[config.mk]
export PLATFORM = sky130hd
export DESIGN_NAME = ifetch_queue
export DESIGN_NICKNAME = d
export VERILOG_FILES = /design/src/rtl/ifetch_queue.sv
export SDC_FILE = /design/constraint.sdc
export NUM_CORES = 1
export LEC_CHECK = 0
export BUFFER_PORTS_ARGS = -buffer_cell sky130_fd_sc_hd__buf_4
export CAP_MARGIN = 15
export CORE_MARGIN = 5
export CORE_UTILIZATION = 35
export DETAILED_ROUTE_END_ITERATION = 8
export SYNTH_ARGS = -nofsm -noshare
export SYNTH_HDL_FRONTEND = slang
export SYNTH_SLANG_ARGS = --single-unit
[constraint.sdc]
create_clock -name clk -period 6.51 [get_ports clk]
set_input_delay 0 -clock clk [delete_from_list [all_inputs] [get_ports clk]]
set_output_delay 0 -clock clk [all_outputs]
set_load 0.05 [all_outputs]
[src/rtl/ifetch_queue.sv]
// Instruction fetch unit with a small in-order prefetch queue.
// Fetches from a local single-cycle IMEM when the address lies inside it,
// otherwise from an external port with a variable-latency handshake.
// A redirect (br_en) flushes the queue and restarts fetching at br_addr.
module ifetch_queue #(
    parameter logic [31:0] PC_INIT     = 32'h0000_00fc,
    parameter int          IMEM_AWIDTH = 11,
    parameter int          QDEPTH      = 4
) (
    input  logic                   clk,
    input  logic                   nrst,
    input  logic                   stall,
    input  logic                   br_en,
    input  logic [31:0]            br_addr,
    output logic                   ins_valid,
    output logic [31:0]            ins_out,
    output logic [31:0]            ins_pc,
    output logic                   imem_ren,
    output logic [IMEM_AWIDTH-1:0] imem_addr,
    input  logic [31:0]            imem_rdata,
    output logic                   exIns_ren,
    output logic [31:0]            exIns_addr,
    input  logic                   exIns_valid,
    input  logic [31:0]            exIns_in
);

    localparam int          PTR_W      = (QDEPTH > 1) ? $clog2(QDEPTH) : 1;
    localparam int          CNT_W      = PTR_W + 1;
    localparam logic [31:0] IMEM_SIZE  = 32'(2 ** IMEM_AWIDTH);
    localparam logic [31:0] LOCAL_LAST = IMEM_SIZE - 32'd4;
    localparam logic [31:0] EX_IDLE    = 32'hffff_ffff;

    typedef enum logic [1:0] {
        RUN     = 2'd0,
        EXWAIT  = 2'd1,
        EXDRAIN = 2'd2
    } state_t;

    // Fetch control state
    state_t       state_q;
    logic [31:0]  fetch_pc_q;
    logic         go_q;          // low for the first cycle after reset so no fetch issues then
    logic         inflight_q;    // a local IMEM read is returning this cycle
    logic [31:0]  lpc_q;         // address of the outstanding local read
    logic         exren_q;
    logic [31:0]  exaddr_q;

    // Queue storage and pointers
    logic [31:0]      pc_arr  [QDEPTH];
    logic [31:0]      ins_arr [QDEPTH];
    logic [PTR_W-1:0] head_q;
    logic [PTR_W-1:0] tail_q;
    logic [CNT_W-1:0] count_q;

    // Combinational decisions
    logic [CNT_W:0] occ;
    logic           room;
    logic           is_local;
    logic           can_fetch;
    logic           issue_local;
    logic           start_ext;
    logic           push_local;
    logic           push_ext;
    logic           push;
    logic           pop;
    logic [31:0]    push_pc;
    logic [31:0]    push_ins;
    logic [31:0]    redirect_pc;
    logic [31:0]    ex_target;

    // Issue/push/pop decisions for the current cycle
    always_comb begin
        occ         = {1'b0, count_q} + {{CNT_W{1'b0}}, inflight_q};
        room        = occ < (CNT_W + 1)'(QDEPTH);
        is_local    = fetch_pc_q <= LOCAL_LAST;
        redirect_pc = br_addr & ~32'h0000_0003;
        ex_target   = fetch_pc_q - IMEM_SIZE;

        // A redirect suppresses any issue at the stale fetch_pc.
        can_fetch   = go_q && (state_q == RUN) && !br_en && room;
        issue_local = can_fetch && is_local;
        // Crossing into external space waits until the local read has landed,
        // keeping responses in program order.
        start_ext   = can_fetch && !is_local && !inflight_q;

        // A redirect empties the queue on the same edge the local response
        // would be written, so that response is simply not pushed.
        push_local  = inflight_q && !br_en;
        push_ext    = (state_q == EXWAIT) && exIns_valid && !br_en;
        push        = push_local || push_ext;
        push_pc     = push_ext ? fetch_pc_q : lpc_q;
        push_ins    = push_ext ? exIns_in   : imem_rdata;

        pop         = ins_valid && !stall && !br_en;
    end

    // Output views of the queue head and the fetch ports
    always_comb begin
        ins_valid  = (count_q != '0);
        ins_out    = ins_valid ? ins_arr[head_q] : 32'd0;
        ins_pc     = ins_valid ? pc_arr[head_q]  : 32'd0;
        imem_ren   = issue_local;
        imem_addr  = issue_local ? fetch_pc_q[IMEM_AWIDTH-1:0] : '0;
        exIns_ren  = exren_q;
        exIns_addr = exaddr_q;
    end

    // Fetch FSM: fetch_pc, external handshake registers, local inflight flag
    always_ff @(posedge clk) begin
        if (!nrst) begin
            state_q    <= RUN;
            fetch_pc_q <= PC_INIT;
            go_q       <= 1'b0;
            inflight_q <= 1'b0;
            exren_q    <= 1'b0;
            exaddr_q   <= EX_IDLE;
        end else begin
            go_q       <= 1'b1;
            inflight_q <= issue_local;
            case (state_q)
                RUN: begin
                    if (br_en) begin
                        fetch_pc_q <= redirect_pc;
                    end else if (issue_local) begin
                        fetch_pc_q <= fetch_pc_q + 32'd4;
                    end else if (start_ext) begin
                        state_q  <= EXWAIT;
                        exren_q  <= 1'b1;
                        exaddr_q <= ex_target;
                    end
                end
                EXWAIT: begin
                    if (exIns_valid) begin
                        // Either accepted or, under a redirect, dropped.
                        state_q    <= RUN;
                        exren_q    <= 1'b0;
                        exaddr_q   <= EX_IDLE;
                        fetch_pc_q <= br_en ? redirect_pc : fetch_pc_q + 32'd4;
                    end else if (br_en) begin
                        // The request already on the bus must complete before
                        // fetching resumes; its data will be thrown away.
                        state_q    <= EXDRAIN;
                        fetch_pc_q <= redirect_pc;
                    end
                end
                EXDRAIN: begin
                    if (br_en) begin
                        fetch_pc_q <= redirect_pc;
                    end
                    if (exIns_valid) begin
                        state_q  <= RUN;
                        exren_q  <= 1'b0;
                        exaddr_q <= EX_IDLE;
                    end
                end
                default: begin
                    state_q  <= RUN;
                    exren_q  <= 1'b0;
                    exaddr_q <= EX_IDLE;
                end
            endcase
        end
    end

    // Queue pointers and occupancy; a redirect empties the queue
    always_ff @(posedge clk) begin
        if (!nrst) begin
            head_q  <= '0;
            tail_q  <= '0;
            count_q <= '0;
        end else if (br_en) begin
            head_q  <= '0;
            tail_q  <= '0;
            count_q <= '0;
        end else begin
            if (push) begin
                tail_q <= tail_q + PTR_W'(1);
            end
            if (pop) begin
                head_q <= head_q + PTR_W'(1);
            end
            case ({push, pop})
                2'b10:   count_q <= count_q + CNT_W'(1);
                2'b01:   count_q <= count_q - CNT_W'(1);
                default: count_q <= count_q;
            endcase
        end
    end

    // Queue payload and local read address capture (datapath, no reset)
    always_ff @(posedge clk) begin
        if (push) begin
            pc_arr[tail_q]  <= push_pc;
            ins_arr[tail_q] <= push_ins;
        end
        if (issue_local) begin
            lpc_q <= fetch_pc_q;
        end
    end

endmodule

; ---- Word level (Yosys, flattened, before mapping)
; Memory sizes are Yosys's and may differ from the RTL's. A register that Yosys moved wholly into a read port is not among the register bits.
; Index checks and enable logic that the tools add are counted.
[classes]
addsub = 7
multipliers = 0
div = 0
order_cmp = 2
eq_ne = 11
n_shift = 0
muxes = 36
bitwise = 1
n_reduce_logical = 25
[op_table]
columns = cell, count
row1 = 32-bit two-way mux, 13
row2 = 32-bit case mux with 3 select lines, 1
row3 = 32-bit case mux with 2 select lines, 1
row4 = "32-bit by 3-bit adder with 32-bit output, second input constant", 1
row5 = "32-bit by 11-bit <= comparator with 1-bit output, second input constant", 1
row6 = "32-bit by 12-bit subtractor with 32-bit output, second input constant", 1
row7 = 2-bit two-way mux, 10
row8 = 1-bit logical AND, 11
row9 = 11-bit two-way mux, 1
row10 = "2-bit != test, second input constant", 4
row11 = 1-bit two-way mux, 7
row12 = "3-bit != test, second input constant", 2
row13 = 2-bit case mux with 3 select lines, 1
row14 = 3-bit case mux with 2 select lines, 1
row15 = 3-bit nonzero test, 2
row16 = 5-bit AND reduction, 1
row17 = "2-bit by 1-bit adder with 2-bit output, second input constant", 2
row18 = 3-bit by 1-bit adder with 4-bit output, 1
row19 = "2-bit by 1-bit equality test with 1-bit output, second input constant", 2
row20 = "2-bit equality test, second input constant", 2
row21 = 1-bit zero test, 4
row22 = "4-bit by 3-bit < comparator with 1-bit output, second input constant", 1
row23 = 4-bit AND reduction, 1
row24 = 2-bit OR reduction, 2
row25 = other kinds (9), 9
[totals]
regBits = 108
latchBits = 0
mem_bits_rw = 256
romBits = 0
word_cells = 94
mem_count = 2
[mem_list]
columns = name, depth, word_bits, read_ports, rd_ports_with_merged_regs, write_ports, line
row1 = ins_arr, 4, 32, 1, 1, 1, 50  ; logic [31:0] ins_arr [QDEPTH];
row2 = pc_arr, 4, 32, 1, 1, 1, 49  ; logic [31:0] pc_arr [QDEPTH];

; ---- Longest topological paths before layout
[logic_depth]
ltp_word = 10
depth_mapped = 11
depth_no_buf = 11

; ---- Worst setup path before layout
; No wires, ideal clock.
[synth_path]
path_type = register to output
from = register fetch_pc_q[19]
to = output imem_addr[1]
arrival_ns = 3.620
required_ns = 6.510
slack_ns = 2.890
path_stages_with_launch = 8
n_path_buf = 2
path_cell_list = dfxtp_1 -> buf_4 -> nor3_1 -> nand4b_2 -> or4_4 -> nor2_1 -> clkbuf_1 -> and2_1
[synth_via]
elab_chain_cells = 3
[synth_lines]
columns = item, line
row1 = "start, declared", 41  ; logic [31:0] fetch_pc_q;
row2 = "start signal, assigned", 123  ; fetch_pc_q <= redirect_pc;
row3 = "start signal, assigned", 125  ; fetch_pc_q <= fetch_pc_q + 32'd4;
row4 = "start signal, assigned", 138  ; fetch_pc_q <= br_en ? redirect_pc : fetch_pc_q + 32'd4;
row5 = 32-bit by 11-bit <= comparator with 1-bit output, 75  ; is_local = fetch_pc_q <= LOCAL_LAST;
row6 = 1-bit logical AND, 81  ; issue_local = can_fetch && is_local;
row7 = via imem_ren, 18  ; output logic imem_ren,
row8 = 11-bit two-way mux, 103  ; imem_addr = issue_local ? fetch_pc_q[IMEM_AWIDTH-1:0] : '0;
row9 = "end, declared", 19  ; output logic [IMEM_AWIDTH-1:0] imem_addr,
; The timed path passes the listed nets, and every way through them passes these cells.

; ---- Worst setup path after layout
[layout_path]
from = register fetch_pc_q[21]
to = output imem_addr[10]
[layout_via]
elab_chain_cells = 3
[layout_lines]
columns = item, line
row1 = 32-bit by 11-bit <= comparator with 1-bit output, 75
row2 = 1-bit logical AND, 81
row3 = 11-bit two-way mux, 103
; Every way passes these cells.

==> results.toml <==
[routing]
wl_per_cell_um = 20.18
wl_met1_mm = 18.16
wl_met2_mm = 19.46
drc = 0
drt_iter0_markers = 594
vias_per_cell = 5.074
ant_nets = 0
vias = 10300
wl_mm = 40.96
wl_met3_mm = 2.232
highest_layer = "met4"
drt_pass1_iterations = 5

[synth]
ys_types = 72
synth_ff_type = "edfxtp_1"
netlist_area_um2 = 15910
synth_seq_cells = 366
syn_nets = 1214
avgSynthCellArea_um2 = 14.46
synth_top_area_share = 0.5436
syn_inst = 1100
ys_seq_area_frac = 0.6418
async_flop_share = 0
synth_edf_count = 288
synth_area_leader_cell = "edfxtp_1"
ys_top_cells_by_area = "edfxtp_1 54%, dfxtp_1 9.8%, mux4_2 9.1%"
ys_warn_count = 0

[floorplanning]
start_util = 0.3521
die_y_um = 223.2
die_area_um2 = 49820
die_w_um = 223.2
rows = 78
boundaryPins = 211
core_um2 = 45190

[timing]
fin_crit_ns = 3.741
rsz0062_at_grt = "false"
relSlewSlack = 0.3153
max_slew.worst_pin.slew_ns = 1.027
finalSetupTns_ns = 0
slew_viol_final = 0
hold_viol = 0
period_share = 0.5747
fin_ws_ns = 2.769
skew_ns = 0.01997
setup_violations = 0
fmax_mhz = 267.3

[setup_path]
required_ns = 6.51
slowest_stage = "or4_4"
cp_common_cell = "buf_4"
regToRegSetupSlack_ns = 2.87
worstSetupPathType = "reg -> out"
arrival_ns = 3.74
cp_top_family = "simple AND/OR/NAND/NOR gates"
start_kind = "register"
path_cells = "nor4_2 > nand4b_1 > or4_4 > nor2_4 > buf_4 > and2_1 > buf_4"
cp_slowest_stage_delay_ns = 0.63
crit_fanout = 28
cp-end-kind = "output port"
crit_buf_inv = 2

[final_layout]
final_util = 0.4537
fillCellCount = 4022
seq_area_um2 = 10220
diodes = 0
final_common_cell = "edfxtp_1"
drive_gt1_frac = 0.3007
nets = 1511
multi_input_area_um2 = 5305
area_delta_synth_final_pct = 28.86
final_cell_mix = "288 x edfxtp_1, 220 x buf_4, 115 x dlygate4sd3_1, 77 x and2_1, 76 x dfxtp_1"

[clock_tree]
cts-root-buf = "clkbuf_16"
clk_pin_slew_ns = 0.06
numCtsBuffers = 41
insertion_delay_ns = 0.56
tritoncts = "yes"
htree_num_levels = 2
cts_setup_buffers = 0
clockBufferDepth = 3
cts.sinks = 366

[run_status]
status = "finished clean"

[grt]
grt_usage = 0.1623
antenna_found_initial = 0
grt_pass1_wl_mm = 63.96
grt_overflow_total = 0
grt_max_degree = 67
grt_pass1_vias = 10840

[flow_run]
drv_cap = 0

[power_and_ir_drop]
power.total_w = 0.006448
p_leak_nw = 7.159
vdd_drop_max_v = 0.0002511
powerDensity_nw_per_um2 = 314.5

[placement]
port_buffers = 208
hpwl_mm = 24.80
gp_congestion = 0.8665
dp_slack_ns = 3.306

[worst_hold_path]
hold_class = "in -> reg"
-- logic make-up after synthesis --
family	Yosys count	share of synthesized area
buf+inv	96	0.02642
mux	126	0.1343
xor+xnor	24	0.01321
fa+ha+maj	13	0.01070
flops	366	0.6418
compound gates	163	0.06929
simple gates	312	0.1043
-- final timing paths --
kind / cells after the start / end / start
min: 3 / fetch_pc_q[20] / br_en
min reg2reg: 1 / exIns_addr[4] / exIns_addr[4]
max: 7 / imem_addr[10] / fetch_pc_q[21]
max reg2reg: 9 / fetch_pc_q[12] / fetch_pc_q[21]
-- sequential cells by signal, indices dropped and copies added, names as in the netlist, 2 cells and up, named ones only --
name and flops:
pc_arr 128, tail_q 2, count_q 3, fetch_pc_q 32, exIns_addr 32, ins_arr 128
lpc_q 32, head_q 2, state_q 2
-- Yosys cell counts, drive strengths merged, types with 4 or more instances --
| cell type | n |
|---|---|
| o22ai | 7 |
| edfxtp | 288 |
| and4 | 4 |
| nand2b | 4 |
| o31ai | 6 |
| mux4 | 64 |
| o21ai | 33 |
| nor4 | 10 |
| nand2 | 66 |
| xor2 | 12 |
| buf | 31 |
| a21oi | 50 |
| nor3 | 14 |
| xnor2 | 12 |
| ha | 12 |
| nand4 | 9 |
| inv | 15 |
| o41ai | 7 |
| mux2 | 60 |
| dfxtp | 78 |
| nand3 | 24 |
| o211ai | 6 |
| clkbuf | 50 |
| a21boi | 6 |
| o22a | 11 |
| and3 | 6 |
| nor2 | 66 |
| or3 | 7 |
| nor3b | 4 |
| nor2b | 6 |
| and2 | 82 |
-- metrics by stage --
| stage | cells | area (um2) | hold slack [ns] |
|---|---|---|---|
| after floorplan | 1100 | 15910 | 0.02772 |
| after global placement | 1839 | 17980 | 0.2741 |
| after detailed placement | 1839 | 17980 | 0.2713 |
| after CTS | 2030 | 20500 | 0.01239 |
| after global routing | 2030 | 20500 | 0.07347 |
| final | 2030 | 20500 | 0.06821 |
-- tightest hold or removal path, stage by stage --
cell,delay [ns]
buf_4,0.26
nor2_1,0.18
o32ai_1,0.09
-- area by class of cell --
| type | instances | share of cell area |
|---|---|---|
| sequential | 366 | 0.4984 |
| multi-input combinational | 638 | 0.2588 |
| timing repair buffer | 335 | 0.1367 |
| clock buffer | 50 | 0.05426 |
| tap | 600 | 0.03662 |
| clock inverter | 26 | 0.01251 |
| inverter | 15 | 0.002746 |
-- per-layer routing --
metal / vias up / global-route usage
li1: 4812 / -
met1: 5114 / 0.2203
met2: 303 / 0.2668
met3: 71 / 0.02750
met4: 0 / 0.05316
met5: - / 0
-- power by group --
group | total [W] | internal [W] | switching [W]
Clock | 0.00233 | 0.00141 | 0.000919
Sequential | 0.00287 | 0.00269 | 0.000176
Combinational | 0.00125 | 0.000505 | 0.000743
Total | 0.00645 | 0.00461 | 0.00184
-- timing repair --
action | 4_1_cts | 5_1_grt
hold buffers | 115 | 0
hold endpoints to repair | 170 | 0
gates resized for setup | 0 | 0
setup endpoints to repair | 0 | 0
(Power assumes the default switching activity.)
